<file path="src/rtl/uc_pkg.sv">
// Shared types and decode helpers for the uc_multi control unit.
// The interrupt path is enabled with the UC_IRQ_EN macro.
package uc_pkg;

    typedef enum logic [1:0] {
        ST_FETCH = 2'd0,
        ST_EXEC  = 2'd1,
        ST_TRAP  = 2'd2,
        ST_IRQ   = 2'd3
    } state_t;

    localparam logic [5:0] OP_J    = 6'b110000;
    localparam logic [5:0] OP_JZ   = 6'b110001;
    localparam logic [5:0] OP_JNZ  = 6'b110010;
    localparam logic [5:0] OP_RETI = 6'b111111;

    localparam logic [2:0] ALU_IDLE = 3'b000;

    function automatic logic is_alu(input logic [5:0] op);
        return (op[5] == 1'b0);
    endfunction

    function automatic logic is_ldi(input logic [5:0] op);
        return (op[5:4] == 2'b10);
    endfunction

    function automatic logic is_call(input logic [5:0] op);
        return (op[5:2] == 4'b1110);
    endfunction

    function automatic logic is_ret(input logic [5:0] op);
        return (op[5:2] == 4'b1111);
    endfunction

endpackage

</file>
<file path="src/rtl/uc_multi_stack_depth_ctr.sv">
// Up/down occupancy counter for the return stack with full/empty flags.
// Simultaneous inc and dec leave the count unchanged.
module stack_depth_ctr #(
    parameter int MAX = 16,
    parameter int W   = $clog2(MAX) + 1
) (
    input  logic         clk,
    input  logic         rst,
    input  logic         inc,
    input  logic         dec,
    output logic [W-1:0] count,
    output logic         full,
    output logic         empty
);

    localparam logic [W-1:0] ONE  = W'(1);
    localparam logic [W-1:0] TOP  = W'(MAX);

    // Occupancy register
    always_ff @(posedge clk or posedge rst) begin
        if (rst) begin
            count <= '0;
        end else if (inc && !dec) begin
            count <= count + ONE;
        end else if (dec && !inc) begin
            count <= count - ONE;
        end else begin
            count <= count;
        end
    end

    assign full  = (count == TOP);
    assign empty = (count == '0);

endmodule

</file>
<file path="src/rtl/uc_multi.sv">
// Multicycle FETCH/EXEC control unit with return-stack depth tracking and traps.
// Optional interrupt entry/RETI support is enabled by defining UC_IRQ_EN.
module uc_multi
    import uc_pkg::*;
#(
    parameter  int STACK_DEPTH = 16,
    localparam int CNT_W       = $clog2(STACK_DEPTH) + 1
) (
    input  logic             clk,
    input  logic             reset,
    input  logic [5:0]       opcode,
    input  logic             z,
    input  logic             imem_valid,
`ifdef UC_IRQ_EN
    input  logic             irq,
    output logic             s_irq,
`endif
    output logic             ir_en,
    output logic             pc_en,
    output logic             s_inc,
    output logic             s_inm,
    output logic             we3,
    output logic             wez,
    output logic [2:0]       op_alu,
    output logic             push,
    output logic             pop,
    output logic             s_stack,
    output logic             stack_err,
    output logic [CNT_W-1:0] depth
);

    state_t state_r;
    state_t next_state_s;
    logic   full_s;
    logic   empty_s;
    logic   set_err_s;
`ifdef UC_IRQ_EN
    logic   ie_r;
    logic   set_ie_s;
    logic   clr_ie_s;
`endif

    stack_depth_ctr #(
        .MAX (STACK_DEPTH),
        .W   (CNT_W)
    ) u_depth (
        .clk   (clk),
        .rst   (reset),
        .inc   (push),
        .dec   (pop),
        .count (depth),
        .full  (full_s),
        .empty (empty_s)
    );

    // State register
    always_ff @(posedge clk or posedge reset) begin
        if (reset) begin
            state_r <= ST_FETCH;
        end else begin
            state_r <= next_state_s;
        end
    end

    // Sticky trap flag; only reset clears it
    always_ff @(posedge clk or posedge reset) begin
        if (reset) begin
            stack_err <= 1'b0;
        end else if (set_err_s) begin
            stack_err <= 1'b1;
        end else begin
            stack_err <= stack_err;
        end
    end

`ifdef UC_IRQ_EN
    // Interrupt enable: cleared on entry, restored by RETI
    always_ff @(posedge clk or posedge reset) begin
        if (reset) begin
            ie_r <= 1'b1;
        end else if (clr_ie_s) begin
            ie_r <= 1'b0;
        end else if (set_ie_s) begin
            ie_r <= 1'b1;
        end else begin
            ie_r <= ie_r;
        end
    end
`endif

    // Next state and Moore strobes from state plus the held opcode/z
    always_comb begin
        next_state_s = state_r;
        ir_en        = 1'b0;
        pc_en        = 1'b0;
        s_inc        = 1'b1;
        s_inm        = 1'b0;
        we3          = 1'b0;
        wez          = 1'b0;
        op_alu       = ALU_IDLE;
        push         = 1'b0;
        pop          = 1'b0;
        s_stack      = 1'b0;
        set_err_s    = 1'b0;
`ifdef UC_IRQ_EN
        s_irq        = 1'b0;
        set_ie_s     = 1'b0;
        clr_ie_s     = 1'b0;
`endif
        case (state_r)
            ST_FETCH: begin
`ifdef UC_IRQ_EN
                if (irq && ie_r) begin
                    next_state_s = ST_IRQ;
                end else if (imem_valid) begin
                    ir_en        = 1'b1;
                    next_state_s = ST_EXEC;
                end else begin
                    next_state_s = ST_FETCH;
                end
`else
                if (imem_valid) begin
                    ir_en        = 1'b1;
                    next_state_s = ST_EXEC;
                end else begin
                    next_state_s = ST_FETCH;
                end
`endif
            end
            ST_EXEC: begin
                next_state_s = ST_FETCH;
                pc_en        = 1'b1;
                if (is_alu(opcode)) begin
                    op_alu = opcode[4:2];
                    we3    = 1'b1;
                    wez    = 1'b1;
                end else if (is_ldi(opcode)) begin
                    we3   = 1'b1;
                    s_inm = 1'b1;
                end else if (opcode == OP_J) begin
                    s_inc = 1'b0;
                end else if (opcode == OP_JZ) begin
                    s_inc = ~z;
                end else if (opcode == OP_JNZ) begin
                    s_inc = z;
                end else if (is_call(opcode)) begin
                    // A full stack suppresses the push and the PC write
                    if (full_s) begin
                        pc_en        = 1'b0;
                        set_err_s    = 1'b1;
                        next_state_s = ST_TRAP;
                    end else begin
                        push    = 1'b1;
                        s_stack = 1'b1;
                        s_inc   = 1'b0;
                    end
                end else if (is_ret(opcode)) begin
                    if (empty_s) begin
                        pc_en        = 1'b0;
                        set_err_s    = 1'b1;
                        next_state_s = ST_TRAP;
                    end else begin
                        pop     = 1'b1;
                        s_stack = 1'b1;
`ifdef UC_IRQ_EN
                        set_ie_s = (opcode == OP_RETI);
`endif
                    end
                end else begin
                    s_inc = 1'b1;
                end
            end
            ST_TRAP: begin
                next_state_s = ST_TRAP;
            end
`ifdef UC_IRQ_EN
            ST_IRQ: begin
                next_state_s = ST_FETCH;
                clr_ie_s     = 1'b1;
                if (full_s) begin
                    set_err_s    = 1'b1;
                    next_state_s = ST_TRAP;
                end else begin
                    push    = 1'b1;
                    s_stack = 1'b1;
                    s_irq   = 1'b1;
                    pc_en   = 1'b1;
                    s_inc   = 1'b0;
                end
            end
`endif
            default: begin
                next_state_s = ST_FETCH;
            end
        endcase
    end

endmodule

</file>
<file path="config.mk">
export PLATFORM = sky130hd
export DESIGN_NAME = uc_multi
export DESIGN_NICKNAME = d
export VERILOG_FILES = /design/src/rtl/uc_pkg.sv /design/src/rtl/uc_multi_stack_depth_ctr.sv /design/src/rtl/uc_multi.sv
export SDC_FILE = /design/constraint.sdc
export NUM_CORES = 1
export LEC_CHECK = 0
export ABC_AREA = 1
export ABC_CLOCK_PERIOD_IN_PS = 4580
export CAP_MARGIN = 20
export CORE_MARGIN = 3
export CORE_UTILIZATION = 29
export CTS_CLUSTER_DIAMETER = 40
export DETAILED_ROUTE_END_ITERATION = 7
export PLACE_DENSITY = 0.67
export SETUP_SLACK_MARGIN = 0.05
export SLEW_MARGIN = 20
export SYNTH_ARGS = -nofsm -noshare
export SYNTH_HDL_FRONTEND = slang
export SYNTH_SLANG_ARGS = --single-unit
</file>
<file path="constraint.sdc">
create_clock -name clk -period 4.58 [get_ports clk]
set_clock_uncertainty 0.1 [all_clocks]
set_input_delay 0.458 -clock clk [delete_from_list [all_inputs] [get_ports clk]]
set_output_delay 0.458 -clock clk [all_outputs]
set_load 0.005 [all_outputs]
</file>
==> impl_metrics.ini <==
[clocking]
worstSkewPairLatency_ns = 0.24
clockBufferDepth = 2
numCtsBuffers = 3
cts.clk_slew.worst_paths_ns = 0.05
cts_tree = done
post_cts_resized = 0
root_buffer = clkbuf_4
postCtsHoldBufs = 0
htree_levels = 1
postCtsSetupRepairBufs = 0
clock-sinks = 8

[grt]
antenna_found_initial = 0
grt_pass1_vias = 633
grt_overflow_total = 0
grt_pass1_wl_mm = 2.49
grt_max_degree = 9
grtUsageTotal_pct = 12.0

[timing]
period_minus_slack_ns = 2.65
hold_viol_final = 0
slew_viol_final = 0
slew-limit-headroom_pct = 80.6
holdWs_ns = 0.347
setup_tns_ns = 0
fmax_mhz = 377
finalSetupViolCount = 0
rsz0062_at_grt = no
tightest_slew_ns = 0.290
fin_crit_sh_pct = 57.9

[placement]
routabilityCongestion = 0.717
portBuffers = 27
placedInstanceArea_um2 = 947
dp_hpwl_mm = 1.26

[floorplan]
die_w_um = 53.1
ios = 28
coreArea_um2 = 2020
num_rows = 16
dieHeight_um = 53.1
initial_core_util_pct = 31.8
die_area_um2 = 2820

[synth]
synth_top_family_by_area = simple AND/OR/NAND/NOR gates
netlist_instances = 91
synth_xor_area_share_pct = 2.72
yosysWarnings = 0
synth_seq_cells = 8
syn_avg_cell_area_um2 = 7.07
synth_cell_types = 20
ys_seq_area_share_pct = 31.1
muxShareOfSynthArea_pct = 0
synthAdderAreaFrac_pct = 10.9
yosys.area_share.simple_pct = 40.5
synth_nets = 106
synth_compound_area_share_pct = 5.45
synthesis.area_um2 = 643

[routing]
dr.pass1.iters = 4
vias_per_cell = 4.53
wl_per_cell_um = 10.0
drtAntennaViolNets = 0
via_count = 671
drc = 0
drt_iter0_drc = 4
wirelength_mm = 1.49

[final_layout]
area_growth_pct = 50.8
nets = 138
stdcell_area_um2 = 970
antenna_cells = 0
drive_above_1_share_pct = 10.7
final_util_pct = 48.0

[worst_setup_path]
slowest_stage = clkdlybuf4s50_1
crit_required_ns = 4.61
max_stage_delay_ns = 0.57
crit_type = primary input to flip-flop
critPathTopFamily = simple AND/OR/NAND/NOR gates
cp.arrival_ns = 2.69
worstPathCellList = clkdlybuf4s50_1 > nand2_2 > nor2_2 > nand2_2 > nor2_1 > ha_1 > inv_1 > ha_1 > a21oi_1 > nand2_1 > nand2_1 > nand2_1 > nand2_1 > nand2_1
cp_common_cell = nand2_1
crit_fanout = 6
cp-start-kind = primary input
cp-end-kind = flip-flop
ff2ff_setup_slack_ns = 2.27
crit_buf_inv = 2

[pwr]
leakage_nw = 0.460
power_mw = 0.396
power_density_nw_per_um2 = 409
ir_worst_vdd_mv = 0.267

[outcome]
outcome = finished, final reports clean

[worst_hold_path]
hp-class = primary input to async pin

[run]
cap_viol_max_count = 0
## registers in the layout (all words and copies together) (netlist names)
name and count:
stack_err 1, state_r 2, u_depth.count 5
## cells in the mapped netlist
library cell  instances  area [um2]
nand2_2               2        12.5
xnor2_1               2        17.5
o21ai_1               1        5.00
o21ai_0               1        5.00
nand4_1               1        6.26
nand3_2               2        20.0
inv_1                14        52.6
nor2_1                9        33.8
fa_1                  1        20.0
nor3b_1               2        15.0
nand3_1               9        45.0
dfrtp_1               8         200
nand2_1              21        78.8
a21oi_1               5        25.0
nor2_2                2        12.5
inv_2                 2        7.51
nor2_4                1        11.3
nor3_1                3        15.0
ha_1                  4        50.1
nor3_2                1        10.0
## area by class of cell
cell class	instances	area (um2)
Inverter	16	60.1
Fill cell	207	1050
Multi-Input combinational cell	67	383
Sequential cell	8	200
Clock buffer	3	22.5
Tap cell	27	33.8
Timing Repair Buffer	27	270
## placed cells by master (no fill, tap or decap)
master           instances
inv_1                   14
nor3b_1                  2
dfrtp_1                  8
xnor2_1                  2
nand3_1                  9
nand3_2                  2
nand2_2                  2
nor3_1                   3
o21ai_0                  1
ha_1                     4
nand2_1                 21
nor2_4                   1
clkdlybuf4s50_1         27
nor3_2                   1
nor2_2                   2
clkbuf_4                 3
nand4_1                  1
nor2_1                   9
o21ai_1                  1
fa_1                     1
inv_2                    2
a21oi_1                  5
## power by group
group	internal (mW)	switching [mW]	total, mW
logic	0.114	0.101	0.215
clock network	0.0298	0.0214	0.0512
registers	0.0944	0.0361	0.130
## metal layers
| metal | wire (um) | part of all wire, % | up-vias | GRT usage (%) |
|---|---|---|---|---|
| li1 | - | - | 351 | - |
| met2 | 671 | 45 | 19 | 18.2 |
| met5 | 0 | 0 | - | 0 |
| met3 | 78 | 5.2 | 2 | 1.41 |
| met1 | 721 | 48 | 299 | 16.3 |
| met4 | 16 | 1.1 | 0 | 6.81 |
## kinds of logic (layout without fill, tap and decap cells)
logic type / count (synthesis) / after routing
xor gates and xnor gates: 2 / 2
buffers and inverters: 16 / 46
DFF: 8 / 8
AOI/OAI and AO/OA: 7 / 7
and+or+nand+nor: 53 / 53
adders and majority gates: 5 / 5
## metrics by stage
stage               setup WS [ns]  instances
finish                       1.93        148
global route                 1.72        148
CTS                          1.94        148
detailed placement           1.69        145
global placement             1.79        145
floorplan                    2.46         91
## worst paths after layout
check | from | end | cells after the start
max in group asynchronous | reset | u_depth.count[4] | 2
worst max register to register | u_depth.count[0] | u_depth.count[4] | 14
min in group clk | stack_err | stack_err | 2
worst max-delay path | opcode[5] | u_depth.count[4] | 14
worst min-delay path | reset | stack_err | 2
worst min register to register | stack_err | stack_err | 2
Note: power is estimated with default switching activity, not from simulation.
